[src/rtl/pipe_stage_reg.sv]
`default_nettype none
// +----------------------------------------------------------------------------+
// | Module      : pipe_stage_reg                                               |
// | Description : Elastic valid/ready pipeline-stage register carrying a data  |
// |               and a control bundle, with an optional 2-entry skid buffer.  |
// | Revision    : 1.0 - initial release                                        |
// +----------------------------------------------------------------------------+
module pipe_stage_reg #(
    parameter int DATA_W = 16,
    parameter int CTRL_W = 5,
    parameter bit SKID   = 1'b1
) (
    input  logic              clk,
    input  logic              reset_n,
    input  logic              flush,
    input  logic              in_valid,
    output logic              in_ready,
    input  logic [DATA_W-1:0] in_data,
    input  logic [CTRL_W-1:0] in_ctrl,
    output logic              out_valid,
    input  logic              out_ready,
    output logic [DATA_W-1:0] out_data,
    output logic [CTRL_W-1:0] out_ctrl,
    output logic [1:0]        occupancy
);

    logic              r_main_valid;
    logic [DATA_W-1:0] r_main_data;
    logic [CTRL_W-1:0] r_main_ctrl;
    logic              w_skid_valid;
    logic              w_in_xfer;
    logic              w_out_xfer;

    assign w_in_xfer  = in_valid && in_ready;
    assign w_out_xfer = r_main_valid && out_ready;

    generate
        if (SKID) begin : g_skid
            logic              r_skid_valid;
            logic [DATA_W-1:0] r_skid_data;
            logic [CTRL_W-1:0] r_skid_ctrl;

            // Ready comes straight from a flop so it never depends on out_ready.
            assign in_ready     = !r_skid_valid;
            assign w_skid_valid = r_skid_valid;

            always_ff @(posedge clk or negedge reset_n) begin
                if (!reset_n) begin
                    r_main_valid <= 1'b0;
                    r_main_data  <= '0;
                    r_main_ctrl  <= '0;
                    r_skid_valid <= 1'b0;
                    r_skid_data  <= '0;
                    r_skid_ctrl  <= '0;
                end else if (flush) begin
                    r_main_valid <= 1'b0;
                    r_skid_valid <= 1'b0;
                end else if (w_out_xfer && r_skid_valid) begin
                    r_main_data  <= r_skid_data;
                    r_main_ctrl  <= r_skid_ctrl;
                    r_skid_valid <= 1'b0;
                end else if (w_in_xfer) begin
                    if (!r_main_valid || w_out_xfer) begin
                        r_main_valid <= 1'b1;
                        r_main_data  <= in_data;
                        r_main_ctrl  <= in_ctrl;
                    end else begin
                        r_skid_valid <= 1'b1;
                        r_skid_data  <= in_data;
                        r_skid_ctrl  <= in_ctrl;
                    end
                end else if (w_out_xfer) begin
                    r_main_valid <= 1'b0;
                end
            end
        end else begin : g_no_skid
            assign in_ready     = !r_main_valid || out_ready;
            assign w_skid_valid = 1'b0;

            always_ff @(posedge clk or negedge reset_n) begin
                if (!reset_n) begin
                    r_main_valid <= 1'b0;
                    r_main_data  <= '0;
                    r_main_ctrl  <= '0;
                end else if (flush) begin
                    r_main_valid <= 1'b0;
                end else if (w_in_xfer) begin
                    r_main_valid <= 1'b1;
                    r_main_data  <= in_data;
                    r_main_ctrl  <= in_ctrl;
                end else if (w_out_xfer) begin
                    r_main_valid <= 1'b0;
                end
            end
        end
    endgenerate

    // Bubbles must never leak control side effects downstream.
    assign out_valid = r_main_valid;
    assign out_data  = r_main_data;
    assign out_ctrl  = r_main_valid ? r_main_ctrl : '0;
    assign occupancy = {1'b0, r_main_valid} + {1'b0, w_skid_valid};

endmodule
`default_nettype wire

[config.mk]
export PLATFORM = sky130hd
export DESIGN_NAME = pipe_stage_reg
export DESIGN_NICKNAME = d
export VERILOG_FILES = /design/src/rtl/pipe_stage_reg.sv
export SDC_FILE = /design/constraint.sdc
export NUM_CORES = 1
export LEC_CHECK = 0
export CAP_MARGIN = 0
export CORE_ASPECT_RATIO = 1.25
export CORE_MARGIN = 2
export CORE_UTILIZATION = 44
export CTS_CLUSTER_SIZE = 10
export DETAILED_ROUTE_END_ITERATION = 12
export GPL_TIMING_DRIVEN = 0
export PLACE_DENSITY = 0.75
export SYNTH_ARGS = -nofsm -noshare
export SYNTH_HDL_FRONTEND = slang
export SYNTH_SLANG_ARGS = --single-unit
[constraint.sdc]
create_clock -name clk -period 1.6 [get_ports clk]
set_input_delay 0.32 -clock clk [delete_from_list [all_inputs] [get_ports clk]]
set_output_delay 0.32 -clock clk [all_outputs]
set_load 0.01 [all_outputs]
==> impl.org <==
** Outcome
- The run finished, with violations left.
- Violations in the final reports :: negative setup slack

** GRT
- The initial antenna violation count was 0.
- Wire length of the first global-routing pass :: 7500 um
- For this run, the total global-route usage over all layers was measured as 19.1%.
- GRT Residual Overflow :: 0
- Entering global routing, the biggest net connects 25 pins.
- Number of global-route vias before repair :: 1515

** STA
- The final critical path takes up 114% of the cycle.
- Worst Tran Pin Value :: 0.517 ns
- Setup repair after global routing could not meet its margin everywhere.
- The number of pins with negative max-slew slack in the final report is 0.
- Max Fclk :: 550 MHz
- The worst path in the final design needs a cycle of 1.82 ns, including I/O delays and setup.
- In this run the tightest slew margin relative to its limit is 65.5%.
- Hold violation count in the final report :: 0
- Final worst clock skew :: 0.00262 ns
- Crit path setup slack, layout :: -0.218 ns
- Final setup violation count :: 45

** Synth
- Netlist area before placement :: 2070 sq um
- After synthesis, the mean cell area works out to 15.6 sq um.
- Syn Inst Count :: 133
- Leading area contributor after synthesis :: sky130_fd_sc_hd__dfrtp_1
- Most instantiated flip-flop cell in the synthesis netlist :: sky130_fd_sc_hd__dfrtp_1
- Count of different cell masters after synthesis :: 19
- Post-synth EDFFs :: 0
- In this run the biggest area consumer among cell types represents 53.2% of the synthesized area.
- Synth Net Count :: 160
- After synthesis, the cell types taking the most area are sky130_fd_sc_hd__dfrtp_1 53%, sky130_fd_sc_hd__mux2_2 23%, sky130_fd_sc_hd__mux2_4 15%, sky130_fd_sc_hd__and2_1 1.5%, sky130_fd_sc_hd__buf_6 1.1%.
- Proportion of synthesized flip-flops having asynchronous set or reset :: 100%
- Of the synthesized area, sequential elements account for 53.2%.
- Synthesized flop and latch total :: 44
- Synthesis Warnings :: 0

** Power
- In this run the power density over the cells is 1080 nW/um^2.
- Summed over all cells, the static leakage comes to 1.44 nW.
- VDD IR max :: 0.629 mV
- The design draws 3.30 mW.

** Floorplanning
- Starting utilization of the core area :: 46.4%
- Number of rows in the core area :: 27
- Pin placement for this block handled 51 I/O pins.
- The region available for standard cell placement spans 4460 sq um.
- Die ar. :: 5270 sq um
- The floorplan step set the die width to 65.4 um.
- Height of the die :: 80.7 um

** Layout
- In the final layout, the share of cells above drive strength 1 is 53.1%.
- Leaving out fill and tap cells, the most frequent cell in the layout is sky130_fd_sc_hd__dfrtp_1.
- The repair_antennas step left the layout with diodes totalling 0.
- Count of nets after finishing :: 235
- After routing the design area is 3060 sq um.
- Syn-to-layout area delta :: 47.9%
- In the layout the commonest cells are 43 x sky130_fd_sc_hd__dfrtp_1, 42 x sky130_fd_sc_hd__mux2_4, 39 x sky130_fd_sc_hd__clkdlybuf4s50_1.

** Worst setup path
- Largest fanout on the critical path :: 10
- Kind of end point of the critical path :: register
- Crit path capture :: g_skid.r_skid_data[6]$_DFFE_PN0P_
- The worst register-to-register path ends at g_skid.r_skid_data[6]$_DFFE_PN0P_.
- At the worst endpoint, the arrival time is 2.00 ns.
- Flop2flop setup slack :: -0.22 ns
- Worst setup path class :: reg2reg
- Cell at the slowest stage of the critical path :: sky130_fd_sc_hd__or4b_4
- The signal on the critical path passes through buf_6 > nand2b_4 > or4b_4 > buf_8 > mux2_4.
- In this run the critical register-to-register path is launched from g_skid.r_skid_valid$_DFFE_PN0P_.
- Startpoint Class :: register
- Tracing the worst setup path back leads to its startpoint at g_skid.r_skid_valid$_DFFE_PN0P_.
- At the worst endpoint, the required time is 1.78 ns.
- For this run, the slowest stage of the critical path takes 0.53 ns.
- Counting cells, the worst reg-to-reg path comes to 5.

** Placed design
- The count of buffers added on input and output ports is 50.
- Detailed placement ended at an HPWL of 2960 um.
- After detailed placement, the total cell area comes to 2670 sq um.
- At the end of routability-driven placement, the weighted congestion stood at 0.709.

** Routing
- The detailed router placed 1348 vias in this run.
- Sum of routed wire length over all layers :: 4750 um
- In the routed design, unresolved DRC markers number 0.
- After detailed routing, the average wire length per cell comes to 17.8 um.
- For this block, the initial DRC count from the detailed router was 47.
- The first detailed-routing pass took 4 iterations.
- Remaining antenna violation count after routing :: 0
- Using the TritonRoute via totals, the vias-per-cell ratio works out to 5.05.

** Run
- Max-cap violations in this run came to 0.

** Clock network
- Clock tree from TritonCTS :: built
- The later pin in the worst-skew pair is clocked with a latency of 0.30 ns.
- Number of levels in the clock H-tree :: 2
- Clock tree sinks :: 44
- CTS Buf Count :: 5
- The clock passes through at most 2 buffers.
- CTS clock-pin slew for the worst setup and hold paths :: 0.08 ns
- Buffer cell driving the clock tree root :: sky130_fd_sc_hd__clkbuf_8

** Hold path
- In this run the worst hold path is classified as in2reg.
-- kinds of logic (layout without fill, tap and decap cells) --
| kind of cell | after synthesis | after routing | share of synthesized area [%] |
|---|---|---|---|
| mux | 63 | 63 | 37.9 |
| flops | 44 | 44 | 53.2 |
| simple gates | 11 | 11 | 3.75 |
| buf+inv | 9 | 85 | 2.90 |
| compound gates | 5 | 5 | 1.69 |
| fa+ha+maj | 1 | 1 | 0.604 |
-- state kept, by name, summed over array words and instances (netlist names) --
register             cells
g_skid.r_skid_ctrl       5
g_skid.r_skid_valid      1
r_main_ctrl              5
out_valid                1
out_data                16
g_skid.r_skid_data      16
-- per-stage QoR --
stage | util, % | worst slack (ns) | TNS, ns | hold slack (ns) | instances
after global placement | 59.3 | -0.859 | -54.82 | 0.483 | 241
after detailed placement | 59.8 | -0.483 | -19.21 | 0.324 | 242
final | 68.7 | -0.218 | -7.84 | 0.492 | 267
after CTS | 67.0 | -0.217 | -7.94 | 0.445 | 264
after floorplan | - | -0.0495 | -1.55 | 0.0244 | 133
after global routing | 68.7 | -0.240 | -9.14 | 0.492 | 267
-- where the power goes --
part | leakage [nW] | switching (mW) | internal, mW | total (mW)
Clock | 0.0455 | 0.355 | 0.352 | 0.707
Combinational | 0.868 | 0.311 | 0.724 | 1.03
Sequential | 0.529 | 0.163 | 1.39 | 1.55
-- metal layers --
layer  share of wire, %  global-route usage (%)
met5                  0                       0
met4                1.2                    5.83
met3                6.1                    6.02
met2                 50                    32.7
met1                 42                    22.8
-- layout make-up --
class	count	area [sq um]
clock buffer	8	90.1
buffer	7	95.1
fill	333	1400
multi-input combinational	80	1030
inverter	2	7.51
timing repair buffer	68	667
tap	58	72.6
sequential	44	1100
-- what timing repair did --
| item | CTS | global route |
|---|---|---|
| cloned | 2 | 0 |
| hold buffers | 1 | 0 |
| pin swaps | 2 | 3 |
| buffers inserted | 11 | 4 |
| resized for setup | 64 | 22 |
| hold endpoints to repair | 7 | 0 |
| setup endpoints to repair | 48 | 47 |
-- synthesized netlist by cell type (2+ instances only) --
library cell,number
sky130_fd_sc_hd__inv_1,2
sky130_fd_sc_hd__buf_4,2
sky130_fd_sc_hd__mux2_2,43
sky130_fd_sc_hd__a21oi_1,2
sky130_fd_sc_hd__mux2_4,20
sky130_fd_sc_hd__and2_1,5
sky130_fd_sc_hd__dfrtp_1,44
sky130_fd_sc_hd__buf_6,2
sky130_fd_sc_hd__buf_2,3
-- worst min-delay path by stage --
stage	start	to	slack, ns	depth (start not counted)
final	out_ready	g_skid.r_skid_valid$_DFFE_PN0P_	0.49	2
after global routing	out_ready	g_skid.r_skid_valid$_DFFE_PN0P_	0.49	2
after CTS	out_ready	g_skid.r_skid_valid$_DFFE_PN0P_	0.45	2
after detailed placement	reset_n	g_skid.r_skid_data[13]$_DFFE_PN0P_	0.32	1
after global placement	g_skid.r_skid_data[0]$_DFFE_PN0P_	g_skid.r_skid_data[0]$_DFFE_PN0P_	0.48	1
after floorplan	reset_n	g_skid.r_skid_ctrl[0]$_DFFE_PN0P_	0.02	0
-- worst max-delay path: cells and delay by family (launching register included) --
kind / cells / cell delay, ns
flops: 1 / 0.42
simple gates: 2 / 0.66
mux: 1 / 0.30
buf+inv: 2 / 0.32
No activity file was read; power rests on OpenSTA's default activity.
